===== config.mk =====
export PLATFORM = sky130hd
export DESIGN_NAME = dsp_mac_param
export DESIGN_NICKNAME = d
export VERILOG_FILES = /design/src/rtl/dsp_mac_param.sv
export SDC_FILE = /design/constraint.sdc
export NUM_CORES = 2
export LEC_CHECK = 0
export CAP_MARGIN = 10
export CORE_MARGIN = 4
export CORE_UTILIZATION = 60
export CTS_CLUSTER_SIZE = 25
export DETAILED_ROUTE_END_ITERATION = 7
export GPL_TIMING_DRIVEN = 0
export HOLD_SLACK_MARGIN = 0.03
export MAX_ROUTING_LAYER = met4
export PLACE_DENSITY = 0.8
export SYNTH_ARGS = -nofsm -noshare
export SYNTH_HDL_FRONTEND = slang
export SYNTH_SLANG_ARGS = --single-unit

===== constraint.sdc =====
create_clock -name clk -period 11 [get_ports clk]
set_input_delay 2.2 -clock clk [delete_from_list [all_inputs] [get_ports clk]]
set_output_delay 2.2 -clock clk [all_outputs]
set_load 0.01 [all_outputs]

===== src/rtl/dsp_mac_param.sv =====
// dsp_mac_param: parametrised pipelined signed multiply-accumulate slice.
// Stage 1 (optional input regs) -> pre-adder -> multiplier -> stage 2 (optional
// M regs) -> post-adder with saturation / self-framing accumulator -> P regs.
module dsp_mac_param #(
    parameter int A_WIDTH = 18,
    parameter int B_WIDTH = 18,
    parameter int C_WIDTH = 48,
    parameter int P_WIDTH = 48,
    parameter int INREG   = 1,
    parameter int MREG    = 1,
    parameter int ACC_LEN = 16,
    parameter int SAT_EN  = 1
) (
    input  logic                       clk,
    input  logic                       RST,
    input  logic                       CE,
    input  logic                       in_valid,
    input  logic [A_WIDTH-1:0]         A,
    input  logic [B_WIDTH-1:0]         B,
    input  logic [B_WIDTH-1:0]         D,
    input  logic [C_WIDTH-1:0]         C,
    input  logic                       CARRYIN,
    input  logic [3:0]                 OPMODE,
    input  logic                       acc_clear,
    output logic                       out_valid,
    output logic [P_WIDTH-1:0]         P,
    output logic [A_WIDTH+B_WIDTH:0]   M,
    output logic                       OVF,
    output logic                       OVF_STICKY,
    output logic                       acc_done
);

    localparam int MW    = A_WIDTH + B_WIDTH + 1;
    localparam int SB_W  = C_WIDTH + 7;
    localparam int CNT_W = (ACC_LEN > 1) ? $clog2(ACC_LEN) : 1;
    localparam logic [CNT_W-1:0] CNT_ZERO  = CNT_W'(0);
    localparam logic [CNT_W-1:0] CNT_ONE   = CNT_W'(1);
    localparam logic [CNT_W-1:0] CNT_LAST  = CNT_W'(ACC_LEN - 1);
    localparam logic [CNT_W-1:0] CNT_START = CNT_W'((ACC_LEN == 1) ? 0 : 1);
    localparam logic [P_WIDTH-1:0] P_MAX = {1'b0, {(P_WIDTH-1){1'b1}}};
    localparam logic [P_WIDTH-1:0] P_MIN = {1'b1, {(P_WIDTH-1){1'b0}}};

    // Sideband bundle travelling with the data: {valid, acc_clear, carryin, opmode, C}
    logic [SB_W-1:0]    w_sb_in;
    logic [A_WIDTH-1:0] w_s1_a;
    logic [B_WIDTH-1:0] w_s1_b;
    logic [B_WIDTH-1:0] w_s1_d;
    logic [SB_W-1:0]    w_s1_sb;
    logic [MW-1:0]      w_s2_m;
    logic [SB_W-1:0]    w_s2_sb;

    assign w_sb_in = {in_valid, acc_clear, CARRYIN, OPMODE, C};

    generate
        if (INREG != 0) begin : g_inreg
            logic [A_WIDTH-1:0] r_a;
            logic [B_WIDTH-1:0] r_b;
            logic [B_WIDTH-1:0] r_d;
            logic [SB_W-1:0]    r_sb;
            // Input register stage, frozen while CE is low
            always_ff @(posedge clk or posedge RST) begin
                if (RST) begin
                    r_a  <= {A_WIDTH{1'b0}};
                    r_b  <= {B_WIDTH{1'b0}};
                    r_d  <= {B_WIDTH{1'b0}};
                    r_sb <= {SB_W{1'b0}};
                end else if (CE) begin
                    r_a  <= A;
                    r_b  <= B;
                    r_d  <= D;
                    r_sb <= w_sb_in;
                end
            end
            assign w_s1_a  = r_a;
            assign w_s1_b  = r_b;
            assign w_s1_d  = r_d;
            assign w_s1_sb = r_sb;
        end else begin : g_in_bypass
            assign w_s1_a  = A;
            assign w_s1_b  = B;
            assign w_s1_d  = D;
            assign w_s1_sb = w_sb_in;
        end
    endgenerate

    // Pre-adder works one bit wider than B/D so D+B and D-B never truncate.
    logic [B_WIDTH:0] w_b_ext;
    logic [B_WIDTH:0] w_d_ext;
    logic [B_WIDTH:0] w_pre;
    logic [MW-1:0]    w_a_mul;
    logic [MW-1:0]    w_pre_mul;
    logic [MW-1:0]    w_mult;

    assign w_b_ext = {w_s1_b[B_WIDTH-1], w_s1_b};
    assign w_d_ext = {w_s1_d[B_WIDTH-1], w_s1_d};

    // Pre-adder operand selection from stage-1 OPMODE[1:0]
    always_comb begin
        w_pre = w_b_ext;
        if (w_s1_sb[C_WIDTH]) begin
            if (w_s1_sb[C_WIDTH+1]) begin
                w_pre = w_d_ext - w_b_ext;
            end else begin
                w_pre = w_d_ext + w_b_ext;
            end
        end else begin
            w_pre = w_b_ext;
        end
    end

    // Both operands sign-extended to the full product width; low MW bits are exact.
    assign w_a_mul   = {{(MW-A_WIDTH){w_s1_a[A_WIDTH-1]}}, w_s1_a};
    assign w_pre_mul = {{(MW-B_WIDTH-1){w_pre[B_WIDTH]}}, w_pre};
    assign w_mult    = $signed(w_a_mul) * $signed(w_pre_mul);

    generate
        if (MREG != 0) begin : g_mreg
            logic [MW-1:0]   r_m;
            logic [SB_W-1:0] r_sb2;
            // Multiplier output register stage, frozen while CE is low
            always_ff @(posedge clk or posedge RST) begin
                if (RST) begin
                    r_m   <= {MW{1'b0}};
                    r_sb2 <= {SB_W{1'b0}};
                end else if (CE) begin
                    r_m   <= w_mult;
                    r_sb2 <= w_s1_sb;
                end
            end
            assign w_s2_m  = r_m;
            assign w_s2_sb = r_sb2;
        end else begin : g_m_bypass
            assign w_s2_m  = w_mult;
            assign w_s2_sb = w_s1_sb;
        end
    endgenerate

    assign M = w_s2_m;

    // P-stage sideband decode
    logic [C_WIDTH-1:0] w_c;
    logic [3:0]         w_op;
    logic               w_cin;
    logic               w_clr;
    logic               w_vld;

    assign w_c   = w_s2_sb[C_WIDTH-1:0];
    assign w_op  = w_s2_sb[C_WIDTH+3:C_WIDTH];
    assign w_cin = w_s2_sb[C_WIDTH+4];
    assign w_clr = w_s2_sb[C_WIDTH+5];
    assign w_vld = w_s2_sb[C_WIDTH+6];

    logic [P_WIDTH-1:0] r_p;
    logic               r_ovf;
    logic               r_sticky;
    logic               r_out_valid;
    logic               r_acc_done;
    logic [CNT_W-1:0]   r_cnt;

    // Post-adder is evaluated one bit wider than P to expose overflow.
    logic [P_WIDTH:0]   w_c_ext;
    logic [P_WIDTH:0]   w_m_ext;
    logic [P_WIDTH:0]   w_mc;
    logic [P_WIDTH:0]   w_z;
    logic [P_WIDTH:0]   w_r;
    logic               w_ovf;
    logic [P_WIDTH-1:0] w_p_next;
    logic [CNT_W-1:0]   w_cnt_next;
    logic               w_done;

    assign w_c_ext = {{(P_WIDTH+1-C_WIDTH){w_c[C_WIDTH-1]}}, w_c};
    assign w_m_ext = {{(P_WIDTH+1-MW){w_s2_m[MW-1]}}, w_s2_m};
    assign w_mc    = w_m_ext + {{P_WIDTH{1'b0}}, w_cin};

    // Z operand: C, or the running accumulator (zero at the start of a frame)
    always_comb begin
        w_z = w_c_ext;
        if (w_op[2]) begin
            if (w_clr || (r_cnt == CNT_ZERO)) begin
                w_z = {(P_WIDTH+1){1'b0}};
            end else begin
                w_z = {r_p[P_WIDTH-1], r_p};
            end
        end else begin
            w_z = w_c_ext;
        end
    end

    assign w_r   = w_op[3] ? (w_z - w_mc) : (w_z + w_mc);
    assign w_ovf = w_r[P_WIDTH] ^ w_r[P_WIDTH-1];

    // Saturate or wrap the wide post-adder result into P_WIDTH bits
    always_comb begin
        w_p_next = w_r[P_WIDTH-1:0];
        if (w_ovf && (SAT_EN != 0)) begin
            if (w_r[P_WIDTH]) begin
                w_p_next = P_MIN;
            end else begin
                w_p_next = P_MAX;
            end
        end else begin
            w_p_next = w_r[P_WIDTH-1:0];
        end
    end

    // Frame counter advance; acc_clear on the last slot restarts without a done
    always_comb begin
        w_cnt_next = r_cnt;
        w_done     = 1'b0;
        if (w_op[2]) begin
            if (w_clr) begin
                w_cnt_next = CNT_START;
                w_done     = (ACC_LEN == 1);
            end else if (r_cnt == CNT_LAST) begin
                w_cnt_next = CNT_ZERO;
                w_done     = 1'b1;
            end else begin
                w_cnt_next = r_cnt + CNT_ONE;
                w_done     = 1'b0;
            end
        end else begin
            w_cnt_next = CNT_ZERO;
            w_done     = 1'b0;
        end
    end

    // Result register: updates only on a valid P-stage sample with CE high
    always_ff @(posedge clk or posedge RST) begin
        if (RST) begin
            r_p         <= {P_WIDTH{1'b0}};
            r_ovf       <= 1'b0;
            r_sticky    <= 1'b0;
            r_out_valid <= 1'b0;
            r_acc_done  <= 1'b0;
            r_cnt       <= CNT_ZERO;
        end else if (CE && w_vld) begin
            r_p         <= w_p_next;
            r_ovf       <= w_ovf;
            r_sticky    <= (w_clr ? 1'b0 : r_sticky) | w_ovf;
            r_out_valid <= 1'b1;
            r_acc_done  <= w_done;
            r_cnt       <= w_cnt_next;
        end else begin
            r_out_valid <= 1'b0;
            r_acc_done  <= 1'b0;
        end
    end

    assign P          = r_p;
    assign OVF        = r_ovf;
    assign OVF_STICKY = r_sticky;
    assign out_valid  = r_out_valid;
    assign acc_done   = r_acc_done;

endmodule


==> flow_summary.json <==
{
  "status": "complete, no violations",
  "worst_pin_slew_ns": 1.15,
  "clk_pin_slew_worst_paths_ns": 0.06,
  "cts_root_buf": "clkbuf_16",
  "ys_seq_elements": 255,
  "max_freq_ghz": 0.0949,
  "critPathMaxStageDelay_ns": 0.56,
  "min_path_type": "reg2reg",
  "yosys.area.top_type": "fa_1",
  "row_count": 81,
  "maxCapViolCount": 0,
  "grt_max_degree": 105,
  "slew_viol_final": 0,
  "crit_top_cell": "fa_1",
  "synth_area_per_cell_um2": 9.22,
  "gp_congestion": 1.01,
  "ys.flop_type": "dfrtp_1",
  "yosysUniqueCellTypes": 87,
  "crit_fanout": 11,
  "hold_viol_final": 0,
  "insertion_delay_ns": 0.57,
  "synth_cells": 3239,
  "fin_ws_ns": 0.463,
  "multi_input_area_um2": 21200,
  "dp_hpwl_um": 77200,
  "critPathCaptureType": "register",
  "synth-warning-count": 0,
  "wl_met2_um": 46300,
  "syn_nets": 3861,
  "die_area_um2": 53400,
  "layout.area.seq_um2": 6380,
  "io_buffers": 200,
  "drive_above_1_share_pct": 9.85,
  "fin_nets": 4101,
  "dr_wl_met3_um": 5630,
  "top_layer_used": "met4",
  "vias_per_cell": 5.97,
  "htreeDepth": 2,
  "cts.sinks": 255,
  "worstSetupStartpointType": "register",
  "async_reset_ff_share_pct": 100,
  "grt_pass1_vias": 26200,
  "clockBufferDepth": 3,
  "synth_enable_flop_cells": 0,
  "dr_total_vias": 24900,
  "die_w_um": 231,
  "ys_seq_area_share_pct": 21.4,
  "grt_usage_pct": 36.6,
  "required_ns": 11.43,
  "fillers": 3937,
  "cts_tree": "built",
  "synth_top_area_share_pct": 22.9,
  "grt_pass1_wl_um": 147000,
  "path_class": "reg2reg",
  "grt-ovfl-total": 0,
  "diodes": 0,
  "initial_utilization_pct": 60.9,
  "area_growth_pct": 14.0,
  "finalCritPeriodShare_pct": 95.8,
  "wirelength_um": 94600,
  "syn_area_um2": 29900,
  "drt_iter0_markers": 1717,
  "wire_per_inst_um": 22.7,
  "m1WireLength_um": 36600,
  "dp_slack_ns": -1.33,
  "setup_viol": 0,
  "drtPass1Iterations": 7,
  "drc": 0,
  "io_pins": 201,
  "cts_hold_buf": 0,
  "die_h_um": 231,
  "cts_buffers": 35,
  "netlist_top_cells_area": "fa_1 (23%), dfrtp_1 (21%), ha_1 (7.1%), mux2_2 (6.9%), inv_1 (5.7%)",
  "relSlewSlack_pct": 23.5,
  "antenna_found_initial": 0,
  "post_cts_buffers": 0,
  "critPathSlowestCell": "a2111oi_2",
  "crit_arrival_ns": 10.97,
  "post-route-min-period_ns": 10.54,
  "skew_ns": 0.0296,
  "core_area_um2": 49100,
  "ant_nets": 0
}
metal layers:
metal | vias up | track usage, %
li1 | 11200 | -
met3 | 304 | 4.77
met2 | 1057 | 61.7
met1 | 12300 | 43.3
met5 | - | -
met4 | 0 | 19.0
final cells by class:
cell class | instances | area share (%)
Inverter | 459 | 5.08
Clock inverter | 12 | 0.408
Clock buffer | 47 | 2.85
Multi-Input combinational cell | 2358 | 62.2
Timing Repair Buffer | 205 | 6.13
Buffer | 165 | 2.11
Tap cell | 664 | 2.44
Sequential cell | 255 | 18.7
Yosys cell counts, drive strengths merged, types with 23 or more instances:
master,number
a21o,46
a21oi,119
a22o,40
a22oi,42
and2,157
and3,23
buf,31
clkbuf,136
dfrtp,255
fa,341
ha,169
inv,455
mux2,182
nand2,327
nand3,75
nand4,30
nor2,134
nor2b,32
nor3,46
o21ai,145
xnor2,121
xor2,55
cell usage in the layout, fill, tap and decap left out, drive strengths merged, types with 40 or more instances in the layout:
| master | netlist | final |
|---|---|---|
| a21oi | 119 | 119 |
| ha | 169 | 169 |
| inv | 455 | 457 |
| fa | 341 | 341 |
| nand2 | 327 | 327 |
| a22oi | 42 | 42 |
| mux2 | 182 | 182 |
| a22o | 40 | 40 |
| nor3 | 46 | 46 |
| a21o | 46 | 46 |
| xnor2 | 121 | 121 |
| o21ai | 145 | 145 |
| and2 | 157 | 157 |
| clkdlybuf4s50 | 0 | 200 |
| dfrtp | 255 | 255 |
| xor2 | 55 | 55 |
| nor2 | 134 | 134 |
| clkbuf | 136 | 181 |
| nand3 | 75 | 75 |
path summary, 6_finish.rpt:
kind	to	cells past startpoint	slack, ns	startpoint
worst min-delay path	g_mreg.r_sb2[51]$_DFFE_PP0P_	2	0.48	g_inreg.r_sb[51]$_DFFE_PP0P_
worst min register to register	g_mreg.r_sb2[51]$_DFFE_PP0P_	2	0.48	g_inreg.r_sb[51]$_DFFE_PP0P_
worst max-delay path	M[33]$_DFFE_PP0P_	36	0.46	g_inreg.r_sb[49]$_DFFE_PP0P_
worst max register to register	M[33]$_DFFE_PP0P_	36	0.46	g_inreg.r_sb[49]$_DFFE_PP0P_
max in group asynchronous	g_mreg.r_sb2[34]$_DFFE_PP0P_	3	7.90	RST
min in group asynchronous	P[6]$_DFFE_PP0P_	2	2.08	RST
kinds of logic after synthesis:
| family | count (synthesis) | share of synthesized area, % |
|---|---|---|
| and+or+nand+nor | 904 | 15.1 |
| buffers and inverters | 626 | 8.17 |
| muxes | 189 | 7.10 |
| xor gates and xnor gates | 176 | 5.16 |
| DFF | 255 | 21.4 |
| adders and majority gates | 513 | 30.0 |
| AOI/OAI and AO/OA | 576 | 13.0 |
per-stage QoR:
step | instance area [µm²] | std cells | util, % | setup TNS (ns) | hold slack, ns
floorplan | 29900 | 3239 | - | 0 | 0.449
detailed placement | 32800 | 4107 | 66.9 | -8.48 | 0.483
global placement | 32700 | 4103 | 66.7 | -320.72 | 0.475
global route | 34000 | 4165 | 69.4 | -0.0650 | 0.509
finish | 34000 | 4165 | 69.4 | 0 | 0.482
CTS | 34000 | 4165 | 69.2 | 0 | 0.487
state kept, by name, indices dropped and copies added, names as in the netlist:
name          cells
OVF               1
g_inreg.r_b      18
g_inreg.r_sb     55
acc_done          1
r_cnt             4
P                48
out_valid         1
g_inreg.r_a      18
M                37
g_mreg.r_sb2     53
OVF_STICKY        1
g_inreg.r_d      18
worst max-delay path, delay by kind of cell (launching register included):
family	cells	cell delay, ns
AOI/OAI and AO/OA	9	2.76
xor gates and xnor gates	2	0.20
adders and majority gates	8	3.59
buffers and inverters	7	1.15
DFF	1	0.52
muxes	3	1.00
and+or+nand+nor	7	1.16
timing repair:
action                     in CTS  in global routing
gates cloned                    0                  0
setup endpoints to repair      12                  8
gates resized for setup        15                 19
Power is not shown: default switching activity piles up to over one toggle a cycle in this logic, so the estimate is an artifact.
